## src/rtl/moore_seq_detector_pkg.sv

```systemverilog
// Shared types, reset defaults and width helper for the Moore sequence detector.
package moore_seq_pkg;

  typedef enum logic {
    NON_OVERLAP = 1'b0,
    OVERLAP     = 1'b1
  } mode_e;

  localparam int unsigned DEF_MAX_LEN = 8;
  localparam logic [7:0]  DEF_PATTERN = 8'b0000_1101;
  localparam int unsigned DEF_LEN     = 4;

  // Bits needed to hold the values 0..max_len inclusive.
  function automatic int unsigned len_width(input int unsigned max_len);
    int unsigned w;
    w = 0;
    for (int unsigned i = 0; i < 32; i++) begin
      if ((32'd1 << i) < (max_len + 32'd1)) w = i + 1;
    end
    return w;
  endfunction

endpackage

```

## src/rtl/moore_seq_detector_if.sv

```systemverilog
// Sample/config/status bundle between the detector and its driver.
interface moore_seq_detector_if
  import moore_seq_pkg::*;
#(
  parameter int unsigned MAX_LEN = DEF_MAX_LEN,
  parameter int unsigned CNT_W   = 8
);
  localparam int unsigned LEN_W = len_width(MAX_LEN);

  logic               x_valid;
  logic               x1;
  logic               mode_overlap;
  logic               cfg_load;
  logic [MAX_LEN-1:0] cfg_pattern;
  logic [LEN_W-1:0]   cfg_len;
  logic               cnt_clr;
  logic [LEN_W-1:0]   state_o;
  logic               z1;
  logic [CNT_W-1:0]   match_count;

  modport master (
    output x_valid, x1, mode_overlap, cfg_load, cfg_pattern, cfg_len, cnt_clr,
    input  state_o, z1, match_count
  );

  modport slave (
    input  x_valid, x1, mode_overlap, cfg_load, cfg_pattern, cfg_len, cnt_clr,
    output state_o, z1, match_count
  );
endinterface

```

## src/rtl/moore_seq_next_state.sv

```systemverilog
// Combinational next-state: longest history suffix that equals a pattern prefix.
module moore_seq_next_state
  import moore_seq_pkg::*;
#(
  parameter  int unsigned MAX_LEN = DEF_MAX_LEN,
  localparam int unsigned LEN_W   = len_width(MAX_LEN)
) (
  input  logic [MAX_LEN-1:0] hist_i,        // bit 0 = most recent sample
  input  logic [LEN_W-1:0]   fill_i,
  input  logic [MAX_LEN-1:0] pattern_i,     // bit 0 = first expected bit
  input  logic [LEN_W-1:0]   len_i,
  input  logic               x1_i,
  input  logic               mode_overlap_i,
  input  logic [LEN_W-1:0]   state_i,
  output logic [LEN_W-1:0]   state_o
);
  localparam logic [LEN_W-1:0] MAX_LEN_C = LEN_W'(MAX_LEN);

  logic [MAX_LEN-1:0] cand;
  logic [LEN_W-1:0]   avail;
  logic               restart;
  logic               ok;

  // Build the post-append history, then keep the largest k whose suffix matches.
  always_comb begin
    restart = (state_i == len_i) && (mode_e'(mode_overlap_i) == NON_OVERLAP);
    cand    = '0;
    avail   = '0;
    ok      = 1'b0;
    state_o = '0;
    if (restart) begin
      cand[0] = x1_i;
      avail   = LEN_W'(1);
    end else begin
      cand  = {hist_i[MAX_LEN-2:0], x1_i};
      avail = (fill_i == MAX_LEN_C) ? fill_i : fill_i + 1'b1;
    end
    for (int unsigned k = 1; k <= MAX_LEN; k++) begin
      ok = (LEN_W'(k) <= len_i) && (LEN_W'(k) <= avail);
      for (int unsigned j = 0; j < k; j++) begin
        if (cand[k-1-j] != pattern_i[j]) ok = 1'b0;
      end
      if (ok) state_o = LEN_W'(k);
    end
  end
endmodule

```

## src/rtl/moore_seq_detector.sv

```systemverilog
// Programmable-pattern Moore sequence detector with saturating match counter.
module moore_seq_detector
  import moore_seq_pkg::*;
#(
  parameter int unsigned        MAX_LEN     = DEF_MAX_LEN,
  parameter int unsigned        CNT_W       = 8,
  parameter logic [MAX_LEN-1:0] RST_PATTERN = MAX_LEN'(DEF_PATTERN),
  parameter int unsigned        RST_LEN     = DEF_LEN
) (
  input  logic                 clk,
  input  logic                 rst,
  moore_seq_detector_if.slave  bus
);
  localparam int unsigned      LEN_W     = len_width(MAX_LEN);
  localparam logic [LEN_W-1:0] MAX_LEN_C = LEN_W'(MAX_LEN);
  localparam logic [LEN_W-1:0] RST_LEN_C = LEN_W'(RST_LEN);

  logic [LEN_W-1:0]   state_q, state_d, next_state;
  logic [MAX_LEN-1:0] hist_q, hist_d;
  logic [LEN_W-1:0]   fill_q, fill_d;
  logic [MAX_LEN-1:0] pat_q, pat_d;
  logic [LEN_W-1:0]   len_q, len_d;
  logic [CNT_W-1:0]   cnt_q, cnt_d;
  logic               restart;

  moore_seq_next_state #(.MAX_LEN(MAX_LEN)) u_next (
    .hist_i         (hist_q),
    .fill_i         (fill_q),
    .pattern_i      (pat_q),
    .len_i          (len_q),
    .x1_i           (bus.x1),
    .mode_overlap_i (bus.mode_overlap),
    .state_i        (state_q),
    .state_o        (next_state)
  );

  // Config load, history shift, state advance and counter update.
  always_comb begin
    state_d = state_q;
    hist_d  = hist_q;
    fill_d  = fill_q;
    pat_d   = pat_q;
    len_d   = len_q;
    cnt_d   = cnt_q;
    restart = (state_q == len_q) && (mode_e'(bus.mode_overlap) == NON_OVERLAP);
    if (bus.cfg_load) begin
      pat_d   = bus.cfg_pattern;
      if (bus.cfg_len == '0)             len_d = LEN_W'(1);
      else if (bus.cfg_len > MAX_LEN_C)  len_d = MAX_LEN_C;
      else                               len_d = bus.cfg_len;
      state_d = '0;
      hist_d  = '0;
      fill_d  = '0;
    end else if (bus.x_valid) begin
      state_d = next_state;
      if (restart) begin
        hist_d    = '0;
        hist_d[0] = bus.x1;
        fill_d    = LEN_W'(1);
      end else begin
        hist_d = {hist_q[MAX_LEN-2:0], bus.x1};
        fill_d = (fill_q == MAX_LEN_C) ? fill_q : fill_q + 1'b1;
      end
      if ((next_state == len_q) && (cnt_q != '1)) cnt_d = cnt_q + 1'b1;
    end
    if (bus.cnt_clr) cnt_d = '0;
  end

  // State, history, config and counter registers.
  always_ff @(posedge clk or posedge rst) begin
    if (rst) begin
      state_q <= '0;
      hist_q  <= '0;
      fill_q  <= '0;
      pat_q   <= RST_PATTERN;
      len_q   <= RST_LEN_C;
      cnt_q   <= '0;
    end else begin
      state_q <= state_d;
      hist_q  <= hist_d;
      fill_q  <= fill_d;
      pat_q   <= pat_d;
      len_q   <= len_d;
      cnt_q   <= cnt_d;
    end
  end

  assign bus.state_o     = state_q;
  assign bus.z1          = (state_q == len_q);
  assign bus.match_count = cnt_q;
endmodule
```

## src/flat_wrapper.sv

```systemverilog
// flat-port wrapper written by rule: the top's interface ports become plain ports
module moore_seq_detector_flat import moore_seq_pkg::*;
#(
  parameter int unsigned        MAX_LEN     = DEF_MAX_LEN,
  parameter int unsigned        CNT_W       = 8,
  parameter logic [MAX_LEN-1:0] RST_PATTERN = MAX_LEN'(DEF_PATTERN),
  parameter int unsigned        RST_LEN     = DEF_LEN
)
  (clk, rst, bus_x_valid, bus_x1, bus_mode_overlap, bus_cfg_load, bus_cfg_pattern, bus_cfg_len, bus_cnt_clr, bus_state_o, bus_z1, bus_match_count);
  moore_seq_detector_if #(.MAX_LEN(MAX_LEN), .CNT_W(CNT_W)) bus_i ();
  input  logic clk;
  input  logic rst;
  input wire logic [$bits(bus_i.x_valid)-1:0] bus_x_valid;
  input wire logic [$bits(bus_i.x1)-1:0] bus_x1;
  input wire logic [$bits(bus_i.mode_overlap)-1:0] bus_mode_overlap;
  input wire logic [$bits(bus_i.cfg_load)-1:0] bus_cfg_load;
  input wire logic [$bits(bus_i.cfg_pattern)-1:0] bus_cfg_pattern;
  input wire logic [$bits(bus_i.cfg_len)-1:0] bus_cfg_len;
  input wire logic [$bits(bus_i.cnt_clr)-1:0] bus_cnt_clr;
  output wire logic [$bits(bus_i.state_o)-1:0] bus_state_o;
  output wire logic [$bits(bus_i.z1)-1:0] bus_z1;
  output wire logic [$bits(bus_i.match_count)-1:0] bus_match_count;
  assign bus_i.x_valid = bus_x_valid;
  assign bus_i.x1 = bus_x1;
  assign bus_i.mode_overlap = bus_mode_overlap;
  assign bus_i.cfg_load = bus_cfg_load;
  assign bus_i.cfg_pattern = bus_cfg_pattern;
  assign bus_i.cfg_len = bus_cfg_len;
  assign bus_i.cnt_clr = bus_cnt_clr;
  assign bus_state_o = bus_i.state_o;
  assign bus_z1 = bus_i.z1;
  assign bus_match_count = bus_i.match_count;
  moore_seq_detector #(.MAX_LEN(MAX_LEN), .CNT_W(CNT_W), .RST_PATTERN(RST_PATTERN), .RST_LEN(RST_LEN)) u_core (.clk(clk), .rst(rst), .bus(bus_i));
endmodule
```

## config.mk

```make
export PLATFORM = sky130hd
export DESIGN_NAME = moore_seq_detector_flat
export DESIGN_NICKNAME = d
export VERILOG_FILES = /design/src/rtl/moore_seq_detector_pkg.sv /design/src/rtl/moore_seq_detector_if.sv /design/src/rtl/moore_seq_next_state.sv /design/src/rtl/moore_seq_detector.sv /design/src/flat_wrapper.sv
export SDC_FILE = /design/constraint.sdc
export NUM_CORES = 1
export LEC_CHECK = 0
export BUFFER_PORTS_ARGS = -buffer_cell sky130_fd_sc_hd__buf_2
export CELL_PAD_IN_SITES_DETAIL_PLACEMENT = 0
export CELL_PAD_IN_SITES_GLOBAL_PLACEMENT = 1
export CORE_MARGIN = 2
export CORE_UTILIZATION = 30
export CTS_CLUSTER_SIZE = 16
export DETAILED_ROUTE_END_ITERATION = 8
export MAX_ROUTING_LAYER = met4
export PLACE_DENSITY = 0.64
export SLEW_MARGIN = 10
export SYNTH_ARGS = -nofsm -noshare
export SYNTH_HDL_FRONTEND = slang
export SYNTH_SLANG_ARGS = --single-unit
```

## constraint.sdc

```tcl
create_clock -name clk -period 7.9 [get_ports clk]
set_input_delay 0.395 -clock clk [delete_from_list [all_inputs] [get_ports clk]]
set_output_delay 0.395 -clock clk [all_outputs]
set_load 0.01 [all_outputs]
```

==> reports/results.txt <==
CTS Sinks = 35
initial antenna violation count = 0
mean post-synth cell area = 9.10 um2
sequential-to-total area share from yosys stat = 34.5%
antenna fix cells = 0
most frequent cells in the layout = buf_2 (31), dfrtp_1 (31), xnor2_1 (21)
setup bufs post-CTS = 0
LEAKAGE = 1.21 nW
Placement Cell Area = 0.00275 mm2
final instance area = 0.00284 mm2
Die H = 96.3 um
Max FO, Critical Path = 9
Port Buf Inserts = 31
Initial Util = 31.0%
DIE WIDTH = 96.3 um
core area = 0.00826 mm2
first-pass iteration count of the detailed router = 4
layout cells sized above 1 = 21.5%
antenna-violating nets left = 0
Max IR drop VDD = 0.0000619 V
hold buffer count at CTS = 0
RR Startpoint = u_core.fill_q[0]
max incr delay on CP = 520 ps
crit path launch = u_core.fill_q[0]
startpoint types = flop
worst skew pair latency = 300 ps
final WL = 6050 um
max cap viols = 0
Crit path top cell by count = nor4_1
RSZ-0062 raised after global routing = no
vias post-DR = 2008
Clock Skew = 11.8 ps
CTS resizes = 0
crit path DAT = 3380 ps
GRT Overall Usage = 14.2%
WP data required = 8070 ps
worst setup slack after layout = 4690 ps
# IOs = 32
Mapped Cells = 281
CTS clk-pin slew, worst paths = 80 ps
Placement Setup Slack = 4720 ps
CP Capture Type = flop
Critical Path, Cell by Cell = inv_1 -> ha_1 -> a211oi_1 -> a2111oi_0 -> nor4b_2 -> nor4_1 -> o211ai_1 -> o21ai_2 -> nor4_1 -> mux2_1
Clock Tree Root = clkbuf_8
Detailed Route Iter0 Violations = 149
WHS = 183 ps
total grt overflow = 0
setup TNS = 0 ps
area of the mapped netlist = 0.00256 mm2
synth-to-layout area growth = 11.0%
Hold WC Path Type = input port to async pin
non-filler cells, final = 402
Core Util, Final = 34.4%
total power = 440 uW
asr flop ratio synth = 100%
CTS tree = built
placed insts = 394
Worst path slowest cell = dfrtp_1
Unique masters post-synth = 61
nets = 318
Post-DP HPWL = 4340 um
fin crit share = 40.6%
first-pass GRT wire length = 9890 um
vias per inst = 5.00
Rows = 33
DIE AREA = 0.00927 mm2
number of buffers created by CTS = 5
clock buffer depth = 2
vias in the first global route = 1955
pin count of the biggest net entering global routing = 36
global placer's final weighted congestion = 0.769
final setup fails = 0
routed length per instance = 15.0 um
Synthesized Nets = 303
PwrDens = 155 mW/mm2
H-tree lvl count = 2
synthesis warning total = 0
max-slew violations = 0
dominant synthesized flop cell = dfrtp_1
Fin. Hold Viols = 0
kind of critical path = flop to flop
DRC viols = 0
worst slew pin tran = 624 ps
Post-synth EDFFs = 0
Rel. slew slack = 58.4%
CP bufs+invs = 1
status = finished clean
fmax = 311 MHz
Final min period = 3210 ps
Yosys reg bits = 35
delay-heaviest family, CP = simple AND/OR/NAND/NOR gates
-- where the power goes --
part	internal, mW	switching, mW	total (mW)	leakage (nW)
Clock	0.0705	0.0697	0.140	0.0482
Sequential	0.189	0.0187	0.208	0.456
Combinational	0.0402	0.0519	0.0920	0.707
-- synth_stat cells (4+ instances only) --
| cell type | n | area, um2 |
|---|---|---|
| a21oi_1 | 17 | 85.1 |
| buf_2 | 5 | 25.0 |
| clkbuf_1 | 15 | 56.3 |
| dfrtp_1 | 31 | 776 |
| dfstp_2 | 4 | 105 |
| inv_1 | 11 | 41.3 |
| mux2_1 | 5 | 56.3 |
| mux2_2 | 8 | 90.1 |
| mux2i_1 | 5 | 50.1 |
| nand2_1 | 12 | 45.0 |
| nand2b_1 | 11 | 68.8 |
| nand3_1 | 17 | 85.1 |
| nor2_1 | 18 | 67.6 |
| nor2b_1 | 7 | 43.8 |
| nor3_1 | 4 | 20.0 |
| nor4_1 | 6 | 37.5 |
| o21ai_0 | 5 | 25.0 |
| xnor2_1 | 21 | 184 |
| xor2_1 | 18 | 158 |
-- worst reg2reg max path, cell delays in order (launching register included) --
cell	delay [ps]
dfrtp_1	520
inv_1	110
ha_1	350
a211oi_1	70
a2111oi_0	440
nor4b_2	420
nor4_1	140
o211ai_1	200
o21ai_2	160
nor4_1	340
mux2_1	350
-- per-layer routing --
metal	vias to the layer above	global-route usage [%]	wire (um)
met5	-	-	0
met1	960	19.9	3000
met2	33	20.9	2730
li1	1008	-	-
met4	0	4.46	100
met3	7	2.43	220
-- cell families after synthesis --
family          count (synthesis)  share of synthesized area [%]
simple gates                   97                           22.0
compound gates                 52                           14.0
xor+xnor                       41                           14.6
buf+inv                        35                           5.68
flops                          35                           34.5
mux                            18                           7.68
fa+ha+maj                       3                           1.47
-- path summary, 6_finish.rpt --
kind | to | slack, ps | depth (start not counted)
max in group asynchronous | u_core.pat_q[2] | 7350 | 3
worst max-delay path | u_core.bus.match_count[5] | 4690 | 10
worst max register to register | u_core.bus.match_count[5] | 4690 | 10
min in group clk | u_core.pat_q[1] | 300 | 3
worst min register to register | u_core.pat_q[7] | 560 | 1
worst min-delay path | u_core.len_q[0] | 180 | 3
-- final cells by class --
class | count | area, um2
tap | 105 | 131
multi-input combinational | 211 | 1530
inverter | 11 | 41.3
timing repair buffer | 32 | 163
sequential | 35 | 881
fill | 900 | 5420
clock inverter | 1 | 5.00
clock buffer | 7 | 86.3
-- sequential cells by signal, indices dropped and copies added, names as in the netlist --
register and cells:
u_core.bus.match_count 8, u_core.bus.state_o 4, u_core.len_q 4, u_core.hist_q 7, u_core.pat_q 8, u_core.fill_q 4
(Power assumes the default switching activity.)
